===== src/rtl/mul_rr_scheduler.sv =====
// Round-robin front end sharing one pipelined 32x32 multiplier among NREQ requesters.
// Define MUL_SIGNED_EN for two's-complement operands (magnitudes issued, sign restored on return).
module mul_rr_scheduler #(
  parameter int NREQ        = 4,
  parameter int MUL_LATENCY = 10
) (
  input  logic                 clock,
  input  logic                 reset_n,
  input  logic [NREQ-1:0]      req_valid,
  input  logic [NREQ*32-1:0]   req_a,
  input  logic [NREQ*32-1:0]   req_b,
  output logic [NREQ-1:0]      req_ready,
  output logic [31:0]          mul_a,
  output logic [31:0]          mul_b,
  input  logic [63:0]          mul_p,
  output logic [NREQ-1:0]      resp_valid,
  output logic [63:0]          resp_p,
  output logic                 busy
);

  localparam int IDW = (NREQ > 1) ? $clog2(NREQ) : 1;

  logic [IDW-1:0]         ptr_q, ptr_d;
  logic                   grant_vld;
  logic [IDW-1:0]         grant_id;
  logic [NREQ-1:0]        grant_oh;
  logic [31:0]            sel_a, sel_b;
  logic [31:0]            iss_a, iss_b;
  logic [31:0]            mul_a_q, mul_b_q;
  logic [MUL_LATENCY-1:0] tag_v_q;
  logic [IDW-1:0]         tag_id_q [MUL_LATENCY];
  logic [NREQ-1:0]        resp_valid_q, resp_valid_d;
  logic [63:0]            resp_p_q, resp_p_d;
`ifdef MUL_SIGNED_EN
  logic                   iss_neg;
  logic [MUL_LATENCY-1:0] tag_neg_q;
`endif

  // Search starts just after the last winner, wrapping modulo NREQ.
  always_comb begin
    int unsigned cand;
    logic [IDW-1:0] cand_id;
    grant_vld = 1'b0;
    grant_id  = '0;
    grant_oh  = '0;
    cand      = 0;
    cand_id   = '0;
    for (int unsigned j = 1; j <= NREQ; j++) begin
      cand    = (32'(ptr_q) + j) % NREQ;
      cand_id = IDW'(cand);
      if (!grant_vld && req_valid[cand_id]) begin
        grant_vld = 1'b1;
        grant_id  = cand_id;
      end
    end
    if (!reset_n) grant_vld = 1'b0;
    if (grant_vld) grant_oh[grant_id] = 1'b1;
  end

  assign req_ready = grant_oh;
  assign ptr_d     = grant_vld ? grant_id : ptr_q;

  always_comb begin
    sel_a = '0;
    sel_b = '0;
    for (int unsigned i = 0; i < NREQ; i++) begin
      if (grant_oh[i]) begin
        sel_a = req_a[i*32 +: 32];
        sel_b = req_b[i*32 +: 32];
      end
    end
  end

`ifdef MUL_SIGNED_EN
  // |-2^31| wraps to 0x8000_0000, which is the correct unsigned magnitude.
  assign iss_a   = sel_a[31] ? (~sel_a + 32'd1) : sel_a;
  assign iss_b   = sel_b[31] ? (~sel_b + 32'd1) : sel_b;
  assign iss_neg = sel_a[31] ^ sel_b[31];
  assign resp_p_d = tag_neg_q[MUL_LATENCY-1] ? (~mul_p + 64'd1) : mul_p;
`else
  assign iss_a    = sel_a;
  assign iss_b    = sel_b;
  assign resp_p_d = mul_p;
`endif

  always_comb begin
    resp_valid_d = '0;
    if (tag_v_q[MUL_LATENCY-1]) resp_valid_d[tag_id_q[MUL_LATENCY-1]] = 1'b1;
  end

  always_ff @(posedge clock) begin
    if (!reset_n) begin
      ptr_q        <= IDW'(NREQ - 1);
      mul_a_q      <= '0;
      mul_b_q      <= '0;
      tag_v_q      <= '0;
      resp_valid_q <= '0;
      resp_p_q     <= '0;
    end else begin
      ptr_q        <= ptr_d;
      tag_v_q      <= {tag_v_q[MUL_LATENCY-2:0], grant_vld};
      resp_valid_q <= resp_valid_d;
      if (grant_vld) begin
        mul_a_q <= iss_a;
        mul_b_q <= iss_b;
      end
      if (tag_v_q[MUL_LATENCY-1]) resp_p_q <= resp_p_d;
    end
  end

  // Tag payload needs no reset: it is qualified by tag_v_q.
  always_ff @(posedge clock) begin
    tag_id_q[0] <= grant_id;
    for (int unsigned i = 1; i < MUL_LATENCY; i++) tag_id_q[i] <= tag_id_q[i-1];
`ifdef MUL_SIGNED_EN
    tag_neg_q <= {tag_neg_q[MUL_LATENCY-2:0], iss_neg};
`endif
  end

  assign mul_a      = mul_a_q;
  assign mul_b      = mul_b_q;
  assign resp_valid = resp_valid_q;
  assign resp_p     = resp_p_q;
  assign busy       = (|tag_v_q) | (|resp_valid_q);

endmodule


===== config.mk =====
export PLATFORM = sky130hd
export DESIGN_NAME = mul_rr_scheduler
export DESIGN_NICKNAME = d
export VERILOG_FILES = /design/src/rtl/mul_rr_scheduler.sv
export SDC_FILE = /design/constraint.sdc
export NUM_CORES = 1
export LEC_CHECK = 0
export ABC_AREA = 1
export CAP_MARGIN = 40
export CELL_PAD_IN_SITES_DETAIL_PLACEMENT = 1
export CELL_PAD_IN_SITES_GLOBAL_PLACEMENT = 1
export CORE_ASPECT_RATIO = 1.2
export CORE_MARGIN = 1
export CORE_UTILIZATION = 25
export CTS_CLUSTER_DIAMETER = 30
export CTS_CLUSTER_SIZE = 20
export DETAILED_ROUTE_END_ITERATION = 8
export PLACE_DENSITY = 0.8
export SLEW_MARGIN = 20
export SYNTH_ARGS = -nofsm -noshare
export SYNTH_HDL_FRONTEND = slang
export SYNTH_SLANG_ARGS = --single-unit

===== constraint.sdc =====
create_clock -name clock -period 2.43 [get_ports clock]
set_input_delay 0.486 -clock clock [delete_from_list [all_inputs] [get_ports clock]]
set_output_delay 0.486 -clock clock [all_outputs]
set_load 0.03 [all_outputs]

Word-level counts from Yosys, hierarchy flattened --
Memory sizes are Yosys's and may differ from the RTL's. Cells that the tools add are included. W data, S select, Z words.
Word-level totals: logic and storage cells 61, RAM bits 20, input port bits 326, flip-flop bits (word level) 144, memories 1, output and inout bits 137
Operators by class: muxes and demuxes 30, add/subtract/negate cells 4, reductions and logical operators 11, bitwise gates (word level) 1, order comparisons 8
Memories:
- tag_id_q | words 10, bits a word 2, read ports 10, clocked after memory_dff 0, write ports 10, RTL line 31 | logic [IDW-1:0] tag_id_q [MUL_LATENCY];
Operators by type and width (count):
- $mux W32 | 8
- $lt A2 B3 Y1 const B | 6
- $mux W1 | 11
- $reduce_or A10 Y1 | 1
- $bmux W1 S2 | 4
- $mux W2 | 4
- $logic_and A1 B1 Y1 | 5
- $add A2 B1 Y2 const B | 2
- $add A2 B2 Y2 const B | 2
- $demux W1 S2 | 2
- $ge A2 B1 Y1 const B | 2
- $mux W4 | 1
- $reduce_or A4 Y1 | 1
- $logic_not A1 Y1 | 3
- $reduce_and A2 Y1 | 1
- $or A1 B1 Y1 | 1

Logic depth before layout (Yosys ltp) --
word-level depth 22, depth in mapped cells 18, depth with buffers taken out 15

Least setup slack after synthesis --
OpenSTA, ideal clock, no wires.
path type flip-flop to output port, start reg ptr_q[0], end out req_ready[0], buffers on the path 4, stages on the path, launching flop included 15, arrival time 1.974 ns, path slack -0.030 ns, data required time 1.944 ns, path through dfxtp_1 buf_6 inv_4 buf_6 nand2_2 nand2_2 nand2_1 nand2_1 nand4_1 nand2_1 nor2_4 buf_4 buf_4 inv_1 nor2_1
Between the ends: cells in the longest elaborated chain, start to end 18
Ends and longest elaborated chain:
- start: declaration | RTL line 23 | logic [IDW-1:0] ptr_q, ptr_d;
- start signal: assignment | RTL line 93 | ptr_q <= IDW'(NREQ - 1);
- start signal: assignment | RTL line 100 | ptr_q <= ptr_d;
- $add A2 B1 Y2 | RTL line 49 | cand = (32'(ptr_q) + j) % NREQ;
- $bmux W1 S2 | RTL line 51 | if (!grant_vld && req_valid[cand_id]) begin
- $mux W1 (not written as such) | RTL line 51
- $mux W1 | RTL line 51
- $logic_not A1 Y1 | RTL line 51
- $logic_and A1 B1 Y1 | RTL line 51
- $mux W1 | RTL line 51
- $logic_not A1 Y1 | RTL line 51
- [3 not listed]
- $logic_and A1 B1 Y1 | RTL line 51
- $mux W2 (*) | RTL line 51
- via grant_id[1] | RTL line 25 | logic [IDW-1:0] grant_id;
- $lt A2 B3 Y1 (not written as such) or $ge A2 B1 Y1 (tied branches) | RTL line 57 | if (grant_vld) grant_oh[grant_id] = 1'b1;
- $logic_and A1 B1 Y1 (not written as such) | RTL line 57
- $mux W1 (not written as such) | RTL line 57
- $demux W1 S2 (*) | RTL line 57
- $mux W4 (*) | RTL line 57
- end: declaration | RTL line 12 | output logic [NREQ-1:0] req_ready,
Mark *: on every way through the listed nets, which the timed path passes. The rest lies on a longest branch. The select of a mux whose other input is x is not followed.

Worst setup path in the final report --
Ends and elaborated chain as after synthesis.

==> reports/qor.csv <==
stage,metric,value,unit
logic_synthesis,Post-synth top flop,dfxtp_1,
critical_path,CP Buf/Inv Count,4,
route,DR pass1 iterations,6,
power,switching power,7.434,mW
logic_synthesis,Mapped Cells,1263,
logic_synthesis,register area share after synthesis,40.03,%
logic_synthesis,post-synth top area cell,dfxtp_1,
logic_synthesis,post-synthesis cell area,8202,sq um
critical_path,CP max FO,7,
clock_network,CTS max path bufs,2,
clock_network,number of CTS-inserted buffers,17,
hold_path,hold path cells,0,
clock_network,CTS root buf,clkbuf_16,
timing,fin crit share,103.3,%
finish,final net count,2028,
clock_network,clock sinks,164,
clock_network,CTS tree,done,
logic_synthesis,Yosys reg bits,164,
global_route,first-pass GRT wire length,58.71,mm
route,Total Wirelength,38.49,mm
critical_path,"Data required, critical path",1.94,ns
clock_network,H-tree depth,4,
timing,clock period minus worst slack,2.509,ns
status,failing checks,setup timing,
timing,Final WS setup,-0.07899,ns
critical_path,R2R Setup Slk,0.07,ns
logic_synthesis,warnings from Yosys,0,
timing,relative slew slack,53.82,%
logic_synthesis,Synthesized Nets,1589,
timing,setup violators final,4,
timing,f_max,0.3986,GHz
timing,final hold slack,0.3288,ns
floorplanning,Die H,200.4,microns
route,drc violations,0,
floorplanning,core region area,32250,sq um
logic_synthesis,Area contributors post-synth,"dfxtp_1, nand2_1, nand3_1, inv_1, nor2_1",
run,max-cap violations,0,
route,Post-DRT Antenna Nets,0,
placed_design,count of input and output buffers,462,
power,Leak Pwr,6.478,nW
power,Comb power frac,58.6,%
placed_design,Final GP Congestion,0.8856,
floorplanning,I/O pin count,463,
route,DR WL/cell,18.08,microns
timing,TNS Setup,-0.2324,ns
logic_synthesis,synth cell count leaders,"nand2_1, nand3_1, dfxtp_1, inv_1, nor2_1",
logic_synthesis,"EDFF count, synth",0,
global_route,grt total ovfl,0,
logic_synthesis,asr flop ratio synth,0,%
clock_network,clk slew on worst S/H paths,0.07,ns
critical_path,CP most frequent cell,nand2_2,
hold_path,worst min-delay path category,reg2reg,
hold_path,Hold EP,tag_id_q[7][1]$_DFF_P_,
power,Clock power frac,17.8,%
floorplanning,die area,33540,sq um
power,internal power,8.448,mW
critical_path,"Slowest-stage cell, CP",dfxtp_4,
finish,share of layout cells above drive strength 1,8.455,%
power,Tot Pwr,15.88,mW
critical_path,CP Launch Type,register,
timing,Fin. Hold Viols,0,
global_route,vias in the first global route,10616,
placed_design,DP HPWL,28.95,mm
logic_synthesis,average size of a mapped cell,6.494,sq um
logic_synthesis,"count leader, synth",nand2_1,
floorplanning,Die Span X,167.3,microns
route,First DRT Iteration DRCs,541,
power,worst vdd ir,0.6546,mV
power,Sw Ratio,46.81,%
hold_path,Hold Crit Start,tag_id_q[6][1]$_DFF_P_,
critical_path,Worst EP arrival,2.02,ns
critical_path,reg-to-reg startpoint,ptr_q[0]$_SDFFE_PN1P_,
critical_path,R2R depth,18,
power,Flop pwr share,23.6,%
critical_path,"CP delay by family, top",simple AND/OR/NAND/NOR gates,
critical_path,CP max stage delay,0.43,ns
critical_path,Critical Setup Path Class,reg2out,
critical_path,Setup crit end kind,primary output,
global_route,GRT Util Overall,22.62,%
critical_path,worst-path cell chain,buf_6 > nand2_2 > nand2_2 > nand2_4 > buf_6 > nand2_2 > nand2_2 > nor2_4 > inv_2 > nor2_1 > buf_4,
status,status,finished with violations,
timing,Pins Over Slew Limit,0,
global_route,initial antenna violation count,13,
timing,final setup skew,0.01134,ns
floorplanning,Starting Density,25.43,%
global_route,largest net degree at the start of global routing,69,
timing,RSZ-0062 raised after global routing,true,
power,P per Cell Area,1122,nW/um^2
floorplanning,Cell Rows,72,
clock_network,CTS Hold Bufs,0,
route,vias,10091,
clock_network,Worst-Skew Late Latency,0.45,ns
timing,Slew @ Worst Pin,0.6926,ns
route,detail-routed via count per cell,4.740,
logic_synthesis,Synth top area share,40.03,%
critical_path,Reg2Reg Capture Point,mul_a[20]$_SDFFE_PN0P_,
logic_synthesis,Synth cell types,26,
finish,Layout area overhead,72.62,%
## cell type report
cell class                      instances  area [sq um]
Antenna cell                            7         17.52
Clock inverter                         14         162.7
Clock buffer                           18         439.2
Tap cell                              407         509.2
Timing Repair Buffer                  510          5169
Sequential cell                       164          3291
Multi-Input combinational cell        856          3978
Fill cell                            3994         18090
Inverter                              153         591.8
## flip-flops by register name, summed over array words and instances, names as in the netlist
signal	count
mul_b	32
mul_a	32
tag_v_q	10
resp_valid	4
resp_p	64
tag_id_q	20
ptr_q	2
## repair_timing
item / 4_1_cts / 5_1_grt
gates resized for setup: 41 / 21
setup buffers: 7 / 2
endpoints found under the setup margin: 4 / 4
pin swaps: 16 / 14
## power groups by stage
stage	clock network, mW	logic [mW]	registers [mW]
floorplan	0	4.64	4.56
global placement	0	8.68	3.77
detailed placement	0	8.87	3.79
CTS	2.92	9.15	3.75
global route	3.02	10.1	3.83
finish	2.83	9.30	3.76
## how the worst max path moves through the flow
stage / start / to / slack (ns) / depth (start not counted)
3_3_place_gp: req_valid[3] / req_ready[2] / -0.19 / 11
3_5_place_dp: req_valid[3] / req_ready[2] / -0.26 / 12
6_report: ptr_q[0]$_SDFFE_PN1P_ / req_ready[0] / -0.08 / 11
2_1_floorplan: ptr_q[0]$_SDFFE_PN1P_ / req_ready[0] / -0.03 / 14
5_1_grt: ptr_q[0]$_SDFFE_PN1P_ / req_ready[3] / -0.18 / 11
4_1_cts: ptr_q[0]$_SDFFE_PN1P_ / req_ready[2] / -0.16 / 11
## layout by cell type, fill, tap and decap left out, drive strengths merged, types with 3 or more instances in the layout
cell type,instances
nor2,140
nor4,3
clkbuf,18
clkdlybuf4s50,452
o21ai,64
dlygate4sd2,4
nand3,199
clkinv,5
nand4,66
dfxtp,164
inv,161
buf,54
nor3,4
nand2,377
diode,7
## metal layers
metal / share of wire, % / GRT usage (%)
met5: 0.20 / 0
met4: 3.4 / 10.62
met3: 7.2 / 6.822
met2: 50 / 40.27
met1: 39 / 24.31
## cells by family (layout without fill, tap and decap cells)
family	count (synthesis)	after routing	synth area share, %
simple gates	789	789	42.23
buf+inv	243	695	13.59
flops	164	164	40.03
compound gates	67	67	4.150
other cells	0	7	0
## metrics by stage
stage | worst slack, ns | cells | util, % | instance area [sq um]
3_3_place_gp | -0.1860 | 2081 | 41.18 | 13280
6_report | -0.07899 | 2129 | 43.90 | 14160
5_1_grt | -0.1821 | 2129 | 43.90 | 14160
3_5_place_dp | -0.2643 | 2081 | 41.18 | 13280
4_1_cts | -0.1611 | 2120 | 43.53 | 14040
2_1_floorplan | -0.03038 | 1263 | - | 8202
Note: power is estimated with default switching activity, not from simulation.
